===== src/rtl/alu_md.sv =====
// -----------------------------------------------------------------------------
// alu_md -- integer ALU with an iterative multiply/divide unit.
//
// Single-cycle operations (add/sub/logic/shift/compare/pass-B) return their
// result one cycle after accept. Multiply and divide operations run through a
// shared iterative datapath that processes one bit per cycle. For these the
// block is busy for XLEN cycles, and the result appears XLEN+1 cycles after
// accept.
//
// Ports
//   i_clk        sole clock, rising edge
//   i_rst        synchronous active-high reset
//   i_valid      operation request, accepted when i_valid & o_ready
//   o_ready      high while idle (able to accept)
//   iv_A         operand A / dividend / multiplicand
//   iv_B         operand B / divisor / multiplier / shift amount
//   iv_ALUop     5-bit operation code, sampled on accept
//   o_valid      one-cycle pulse marking a new ov_result
//   ov_result    registered result, held between o_valid pulses
//   o_zero_flag  high when ov_result is zero
// -----------------------------------------------------------------------------
module alu_md #(
  parameter int XLEN = 32,
  parameter int SHW  = $clog2(XLEN)
) (
  input  logic            i_clk,
  input  logic            i_rst,
  input  logic            i_valid,
  output logic            o_ready,
  input  logic [XLEN-1:0] iv_A,
  input  logic [XLEN-1:0] iv_B,
  input  logic [4:0]      iv_ALUop,
  output logic            o_valid,
  output logic [XLEN-1:0] ov_result,
  output logic            o_zero_flag
);

  // Single-cycle operation codes
  localparam logic [4:0] OP_ADD    = 5'b0_0000;
  localparam logic [4:0] OP_SUB    = 5'b0_0010;
  localparam logic [4:0] OP_SLL    = 5'b0_0100;
  localparam logic [4:0] OP_SLT    = 5'b0_1000;
  localparam logic [4:0] OP_SLTU   = 5'b0_1100;
  localparam logic [4:0] OP_XOR    = 5'b1_0000;
  localparam logic [4:0] OP_SRL    = 5'b1_0100;
  localparam logic [4:0] OP_SRA    = 5'b1_0110;
  localparam logic [4:0] OP_OR     = 5'b1_1000;
  localparam logic [4:0] OP_AND    = 5'b1_1100;
  localparam logic [4:0] OP_BGE    = 5'b1_1010;
  localparam logic [4:0] OP_BGEU   = 5'b1_1110;
  localparam logic [4:0] OP_LUI    = 5'b1_1101;
  // Multi-cycle operation codes
  localparam logic [4:0] OP_MUL    = 5'b0_0001;
  localparam logic [4:0] OP_MULH   = 5'b0_0011;
  localparam logic [4:0] OP_MULHSU = 5'b0_0101;
  localparam logic [4:0] OP_MULHU  = 5'b0_0111;
  localparam logic [4:0] OP_DIV    = 5'b0_1001;
  localparam logic [4:0] OP_DIVU   = 5'b0_1011;
  localparam logic [4:0] OP_REM    = 5'b0_1101;
  localparam logic [4:0] OP_REMU   = 5'b0_1111;

  localparam int CW = $clog2(XLEN);
  // The load edge only captures operands, RUN performs XLEN-1 iterations and
  // the FIX edge performs the last one together with sign correction.
  localparam logic [CW-1:0] LAST_RUN = CW'(XLEN - 2);

  typedef enum logic [1:0] {IDLE, RUN, FIX} state_t;

  state_t          r_state;
  state_t          w_next_state;
  logic [CW-1:0]   r_cnt;
  logic [4:0]      r_op;
  logic [XLEN-1:0] r_hi;      // product high half / partial remainder
  logic [XLEN-1:0] r_lo;      // multiplier bits / dividend bits -> quotient
  logic [XLEN-1:0] r_opnd;    // multiplicand or divisor magnitude
  logic            r_neg_q;   // product or quotient must be negated
  logic            r_neg_r;   // remainder must be negated
  logic            r_div0;
  logic            r_valid;
  logic [XLEN-1:0] r_result;
  logic            r_zero;

  logic            w_ready;
  logic            w_accept;
  logic            w_is_md;
  logic [SHW-1:0]  w_shamt;
  logic [XLEN-1:0] w_alu;
  logic            w_a_sgn;
  logic            w_b_sgn;
  logic            w_a_neg;
  logic            w_b_neg;
  logic [XLEN-1:0] w_a_mag;
  logic [XLEN-1:0] w_b_mag;
  logic [XLEN:0]   w_msum;
  logic [XLEN:0]   w_shift;
  logic            w_ge;
  logic [XLEN-1:0] w_step_hi;
  logic [XLEN-1:0] w_step_lo;
  logic [2*XLEN-1:0] w_prod;
  logic [2*XLEN-1:0] w_prod_s;
  logic [XLEN-1:0] w_quo;
  logic [XLEN-1:0] w_rem;
  logic [XLEN-1:0] w_fix;

  assign w_ready  = (r_state == IDLE);
  assign w_accept = i_valid & w_ready;
  // Multiply/divide codes are exactly those with bit 4 clear and bit 0 set.
  assign w_is_md  = ~iv_ALUop[4] & iv_ALUop[0];
  assign w_shamt  = iv_B[SHW-1:0];

  // ---------------------------------------------------------------------------
  // Control FSM
  // ---------------------------------------------------------------------------
  always_ff @(posedge i_clk) begin
    if (i_rst) r_state <= IDLE;
    else       r_state <= w_next_state;
  end

  // NOTE: every combinational output gets a default before the case so no
  // path leaves it unassigned, which would otherwise infer a latch.
  always_comb begin
    w_next_state = r_state;
    case (r_state)
      IDLE:    if (w_accept && w_is_md) w_next_state = RUN;
      RUN:     if (r_cnt == LAST_RUN)   w_next_state = FIX;
      FIX:     w_next_state = IDLE;
      default: w_next_state = IDLE;
    endcase
  end

  // ---------------------------------------------------------------------------
  // Single-cycle ALU
  // ---------------------------------------------------------------------------
  always_comb begin
    w_alu = '0;
    case (iv_ALUop)
      OP_ADD:  w_alu = iv_A + iv_B;
      OP_SUB:  w_alu = iv_A - iv_B;
      OP_SLL:  w_alu = iv_A << w_shamt;
      OP_SLT:  w_alu = {{(XLEN-1){1'b0}}, $signed(iv_A) < $signed(iv_B)};
      OP_SLTU: w_alu = {{(XLEN-1){1'b0}}, iv_A < iv_B};
      OP_XOR:  w_alu = iv_A ^ iv_B;
      OP_SRL:  w_alu = iv_A >> w_shamt;
      OP_SRA:  w_alu = $signed(iv_A) >>> w_shamt;
      OP_OR:   w_alu = iv_A | iv_B;
      OP_AND:  w_alu = iv_A & iv_B;
      OP_BGE:  w_alu = {{(XLEN-1){1'b0}}, $signed(iv_A) >= $signed(iv_B)};
      OP_BGEU: w_alu = {{(XLEN-1){1'b0}}, iv_A >= iv_B};
      OP_LUI:  w_alu = iv_B;
      default: w_alu = '0;
    endcase
  end

  // ---------------------------------------------------------------------------
  // Iterative multiply/divide datapath (works on operand magnitudes)
  // ---------------------------------------------------------------------------
  assign w_a_sgn = (iv_ALUop == OP_MULH) || (iv_ALUop == OP_MULHSU) ||
                   (iv_ALUop == OP_DIV)  || (iv_ALUop == OP_REM);
  assign w_b_sgn = (iv_ALUop == OP_MULH) || (iv_ALUop == OP_DIV) ||
                   (iv_ALUop == OP_REM);
  assign w_a_neg = w_a_sgn & iv_A[XLEN-1];
  assign w_b_neg = w_b_sgn & iv_B[XLEN-1];
  // The most-negative value maps onto itself, which read unsigned is the
  // correct magnitude 2^(XLEN-1).
  assign w_a_mag = w_a_neg ? -iv_A : iv_A;
  assign w_b_mag = w_b_neg ? -iv_B : iv_B;

  // Shift-add step: add the multiplicand when the current multiplier bit is
  // set, then shift {carry, hi, lo} right by one.
  assign w_msum = {1'b0, r_hi} + (r_lo[0] ? {1'b0, r_opnd} : '0);

  // Restoring-division step: shift the next dividend bit into the partial
  // remainder and subtract the divisor if it fits. When it fits the
  // difference is below the divisor, so the low XLEN bits are exact.
  assign w_shift = {r_hi, r_lo[XLEN-1]};
  assign w_ge    = (w_shift >= {1'b0, r_opnd});

  always_comb begin
    w_step_hi = {w_msum[XLEN:1]};
    w_step_lo = {w_msum[0], r_lo[XLEN-1:1]};
    if (r_op[3]) begin
      w_step_hi = w_ge ? (w_shift[XLEN-1:0] - r_opnd) : w_shift[XLEN-1:0];
      w_step_lo = {r_lo[XLEN-2:0], w_ge};
    end
  end

  // Sign correction applied to the result of the final iteration.
  assign w_prod   = {w_step_hi, w_step_lo};
  assign w_prod_s = r_neg_q ? -w_prod : w_prod;
  assign w_quo    = r_neg_q ? -w_step_lo : w_step_lo;
  // With a zero divisor the remainder magnitude equals |dividend|, so the
  // dividend-sign correction already reproduces the dividend.
  assign w_rem    = r_neg_r ? -w_step_hi : w_step_hi;

  always_comb begin
    w_fix = '0;
    case (r_op)
      OP_MUL:                        w_fix = w_prod_s[XLEN-1:0];
      OP_MULH, OP_MULHSU, OP_MULHU:  w_fix = w_prod_s[2*XLEN-1:XLEN];
      OP_DIV, OP_DIVU:               w_fix = r_div0 ? '1 : w_quo;
      OP_REM, OP_REMU:               w_fix = w_rem;
      default:                       w_fix = '0;
    endcase
  end

  // NOTE: the datapath registers carry no reset; they are always loaded on
  // accept before being read, and the FSM alone decides when they matter.
  always_ff @(posedge i_clk) begin
    if (w_accept && w_is_md) begin
      r_op    <= iv_ALUop;
      r_hi    <= '0;
      r_lo    <= w_a_mag;
      r_opnd  <= w_b_mag;
      r_neg_q <= w_a_neg ^ w_b_neg;
      r_neg_r <= w_a_neg;
      r_div0  <= (iv_B == '0);
      r_cnt   <= '0;
    end else if (r_state == RUN) begin
      r_hi  <= w_step_hi;
      r_lo  <= w_step_lo;
      r_cnt <= r_cnt + CW'(1);
    end
  end

  // ---------------------------------------------------------------------------
  // Result registers
  // ---------------------------------------------------------------------------
  always_ff @(posedge i_clk) begin
    if (i_rst) begin
      r_valid  <= 1'b0;
      r_result <= '0;
      r_zero   <= 1'b1;
    end else begin
      r_valid <= 1'b0;
      if (w_accept && !w_is_md) begin
        r_valid  <= 1'b1;
        r_result <= w_alu;
        r_zero   <= (w_alu == '0);
      end else if (r_state == FIX) begin
        r_valid  <= 1'b1;
        r_result <= w_fix;
        r_zero   <= (w_fix == '0);
      end
    end
  end

  assign o_ready     = w_ready;
  assign o_valid     = r_valid;
  assign ov_result   = r_result;
  assign o_zero_flag = r_zero;

endmodule

===== config.mk =====
export PLATFORM = sky130hd
export DESIGN_NAME = alu_md
export DESIGN_NICKNAME = d
export VERILOG_FILES = /design/src/rtl/alu_md.sv
export SDC_FILE = /design/constraint.sdc
export NUM_CORES = 1
export LEC_CHECK = 0
export CAP_MARGIN = 20
export CORE_MARGIN = 3
export CORE_UTILIZATION = 40
export CTS_CLUSTER_DIAMETER = 100
export CTS_CLUSTER_SIZE = 40
export DETAILED_ROUTE_END_ITERATION = 12
export PLACE_DENSITY = 0.57
export SLEW_MARGIN = 10
export SYNTH_ARGS = -nofsm -noshare
export SYNTH_HDL_FRONTEND = slang
export SYNTH_SLANG_ARGS = --single-unit
export TNS_END_PERCENT = 100

===== constraint.sdc =====
create_clock -name i_clk -period 9.5 [get_ports i_clk]
set_input_delay 1.9 -clock i_clk [delete_from_list [all_inputs] [get_ports i_clk]]
set_output_delay 1.9 -clock i_clk [all_outputs]
set_load 0.02 [all_outputs]

==> impl_metrics.env <==
export IMPL_outcome="complete, no violations"
export IMPL_fin_area_um2=26300
export IMPL_area_growth_pct=9.44
export IMPL_synth_compound_area_share_pct=32.1
export IMPL_grt_max_degree=77
export IMPL_critPathCaptureType="register"
export IMPL_skew_ns=0.0190
export IMPL_grt_pass1_vias=26258
export IMPL_tightest_slew_ns=1.14
export IMPL_comb_power_share_pct=61.4
export IMPL_dp_cells=3982
export IMPL_rows=89
export IMPL_grt_usage_pct=38.4
export IMPL_switching_share_pct=51.1
export IMPL_cts_made_buffers=17
export IMPL_cap_violations=0
export IMPL_final_cell_mix="326 x nor2_1, 310 x a21oi_1, 267 x nand2_1"
export IMPL_postRouteAntennaNets=0
export IMPL_ys_seq_elements=145
export IMPL_synth_top_family_by_area="compound AO/OA/AOI/OAI gates"
export IMPL_clockBufferDepth=2
export IMPL_first_pass_iters=8
export IMPL_synthMuxAreaShare_pct=9.67
export IMPL_ys_types=105
export IMPL_clk_latency_ns=0.47
export IMPL_place_area_um2=25700
export IMPL_criticalPathCategory="in2reg"
export IMPL_cp_depth=18
export IMPL_p_leak_nw=10.2
export IMPL_fmax_mhz=130
export IMPL_cpMaxStageDelayCell="clkdlybuf4s50_1"
export IMPL_ys_seq_area_share_pct=15.1
export IMPL_avgSynthCellArea_um2=7.37
export IMPL_synth_xor_xnor_area_share_pct=5.57
export IMPL_grt_pass1_wl_mm=182
export IMPL_slew_limit_headroom_pct=23.0
export IMPL_antenna_found_initial=5
export IMPL_drt_vias_per_instance=6.95
export IMPL_nets=3473
export IMPL_hpwlAfterDp_mm=98.2
export IMPL_pwr_share_seq_pct=20.9
export IMPL_period_minus_slack_ns=7.68
export IMPL_wl_per_cell_um=31.3
export IMPL_yosys_area_top_type="edfxtp_1"
export IMPL_yosys_top_cells_area="edfxtp_1 9.0%, ha_1 8.7%, a21oi_1 6.5%"
export IMPL_drt_iter0_markers=3559
export IMPL_reg2reg_depth=25
export IMPL_cp_max_fo=14
export IMPL_rsz0062_at_grt="no"
export IMPL_slowest_delay_ns=0.98
export IMPL_arrival_ns=8.07
export IMPL_syn_inst=3262
export IMPL_die_area_um2=63100
export IMPL_hold_viol=0
export IMPL_path_delay_family="compound AO/OA/AOI/OAI gates"
export IMPL_diodes=0
export IMPL_final_cell_count_no_fill=4016
export IMPL_fp_dieH_um=251
export IMPL_tns_ns=0
export IMPL_layout_commonest_cell="nor2_1"
export IMPL_peakVddDrop_v=0.000148
export IMPL_setup_viol=0
export IMPL_synth_async_sr_flop_share_pct=0
export IMPL_hold_path_class="reg2reg"
export IMPL_dr_total_vias=27926
export IMPL_power_total_mw=3.95
export IMPL_drive_above_1_share_pct=8.23
export IMPL_required_ns=9.89
export IMPL_start_kind="input pin"
export IMPL_drv_slew=0
export IMPL_gp_congestion=1.05
export IMPL_synthesis_area_um2=24000
export IMPL_synth_main_ff_cell="dfxtp_1"
export IMPL_clkTransAtPathRegs_ns=0.07
export IMPL_p_per_area_nw_per_um2=150
export IMPL_yosysTopAreaCellShare_pct=8.99
export IMPL_portBuffers=106
export IMPL_yosysWarningCount=0
export IMPL_drc_errors=0
export IMPL_ctsHoldBuffers=0
export IMPL_totalWireLength_mm=126
export IMPL_cts_repair_resized=0
export IMPL_ios=107
export IMPL_syn_num_nets=3505
export IMPL_crit_chain="clkdlybuf4s50_1 -> inv_1 -> ha_1 -> nor2b_1 -> o21ai_0 -> a21oi_1 -> nor2_1 -> o21ai_0 -> a2111oi_0 -> a22oi_1 -> o2111ai_1 -> o211ai_1 -> or4_1 -> nor3_1 -> nand4_1 -> nor4_1 -> nand4b_1 -> o211ai_1"
export IMPL_synthAdderAreaFrac_pct=9.02
export IMPL_synth_edf_count=72
export IMPL_die_w_um=251
export IMPL_hold_path_depth=2
export IMPL_synth_simple_area_share_pct=22.0
export IMPL_critPathBufInv=2
export IMPL_root_buffer="clkbuf_16"
export IMPL_initial_core_util_pct=40.6
export IMPL_cts_tree="built"
export IMPL_post_cts_buffers=0
export IMPL_pwr_share_clk_pct=17.6
export IMPL_min_period_over_period_pct=80.8
export IMPL_core_um2=59200
export IMPL_power_switching_mw=2.02
export IMPL_internal_power_mw=1.94
export IMPL_grt_ovfl_total=0
export IMPL_cts_sinks=145
export IMPL_htreeDepth=4
==> stage by stage <==
| step | worst slack, ns | util (%) | hold WS, ns |
|---|---|---|---|
| after global routing | 1.68 | 44.4 | 0.533 |
| after CTS | 1.97 | 44.4 | 0.497 |
| after detailed placement | 1.51 | 43.4 | 0.485 |
| after global placement | 1.35 | 43.3 | 0.472 |
| after floorplan | 2.48 | - | 0.462 |
| final | 1.82 | 44.4 | 0.497 |
==> per-layer routing <==
metal / global-route usage (%) / part of all wire [%] / vias to the layer above
met5: 0 / 0.027 / -
met4: 20.6 / 6.1 / 4
met3: 4.78 / 8.5 / 342
met2: 64.0 / 46 / 1714
met1: 48.7 / 39 / 13586
li1: - / - / 12280
==> Yosys cell counts (39+ instances only) <==
master	count
a211oi_1	42
a21o_1	61
a21oi_1	310
a221oi_1	39
a22oi_1	40
a31oi_1	47
and2_1	43
clkbuf_1	166
dfxtp_1	73
edfxtp_1	72
ha_1	167
inv_1	158
mux2i_1	85
mux4_2	60
nand2_1	267
nand3_1	77
nand4_1	53
nor2_1	330
nor3_1	98
o211ai_1	54
o21ai_0	218
xnor2_1	107
xor2_1	46
==> registers in the layout, indices dropped and copies added, names as in the netlist <==
| register | cells |
|---|---|
| ov_result | 32 |
| r_hi | 32 |
| r_lo | 32 |
| r_opnd | 32 |
| r_cnt | 5 |
| r_op | 5 |
| r_state | 2 |
| o_valid | 1 |
| o_zero_flag | 1 |
| r_div0 | 1 |
| r_neg_q | 1 |
| r_neg_r | 1 |
==> area by class of cell <==
type	count	area, µm²
well taps	773	967
fillers	6098	32900
repair buffers	185	1630
clock inverters	12	108
inverters	163	612
flip-flops and latches	145	3620
clock buffers	20	479
multi-input cells	2718	18900
==> worst reg2reg max path, delay by kind of cell (launching register included) <==
kind,cells,cell delay (ns)
muxes,1,0.29
adders and majority gates,2,0.63
and+or+nand+nor,11,3.46
DFF,1,0.42
AOI/OAI and AO/OA,9,2.26
buffers and inverters,2,0.21
==> path summary, 6_finish.rpt <==
kind                               endpoint  slack (ns)       start
worst min-delay path               r_cnt[0]        0.50    r_cnt[0]
worst min register to register     r_cnt[0]        0.50    r_cnt[0]
worst max register to register  o_zero_flag        2.12  r_opnd[24]
worst max-delay path            o_zero_flag        1.82    iv_A[27]
==> power groups by stage <==
stage,Clock (mW),Combinational (mW),Sequential (mW)
finish,0.698,2.43,0.828
global route,0.729,2.59,0.837
CTS,0.705,2.36,0.823
detailed placement,0,2.35,0.837
global placement,0,2.33,0.836
floorplan,0,1.58,0.812
==> kinds of logic (layout without fill, tap and decap cells) <==
family | after synthesis | count (layout)
AOI/OAI and AO/OA | 1152 | 1152
xor gates and xnor gates | 153 | 153
adders and majority gates | 171 | 171
buffers and inverters | 399 | 380
DFF | 145 | 145
muxes | 156 | 156
and+or+nand+nor | 1086 | 1086
No activity file was read; power rests on OpenSTA's default activity.
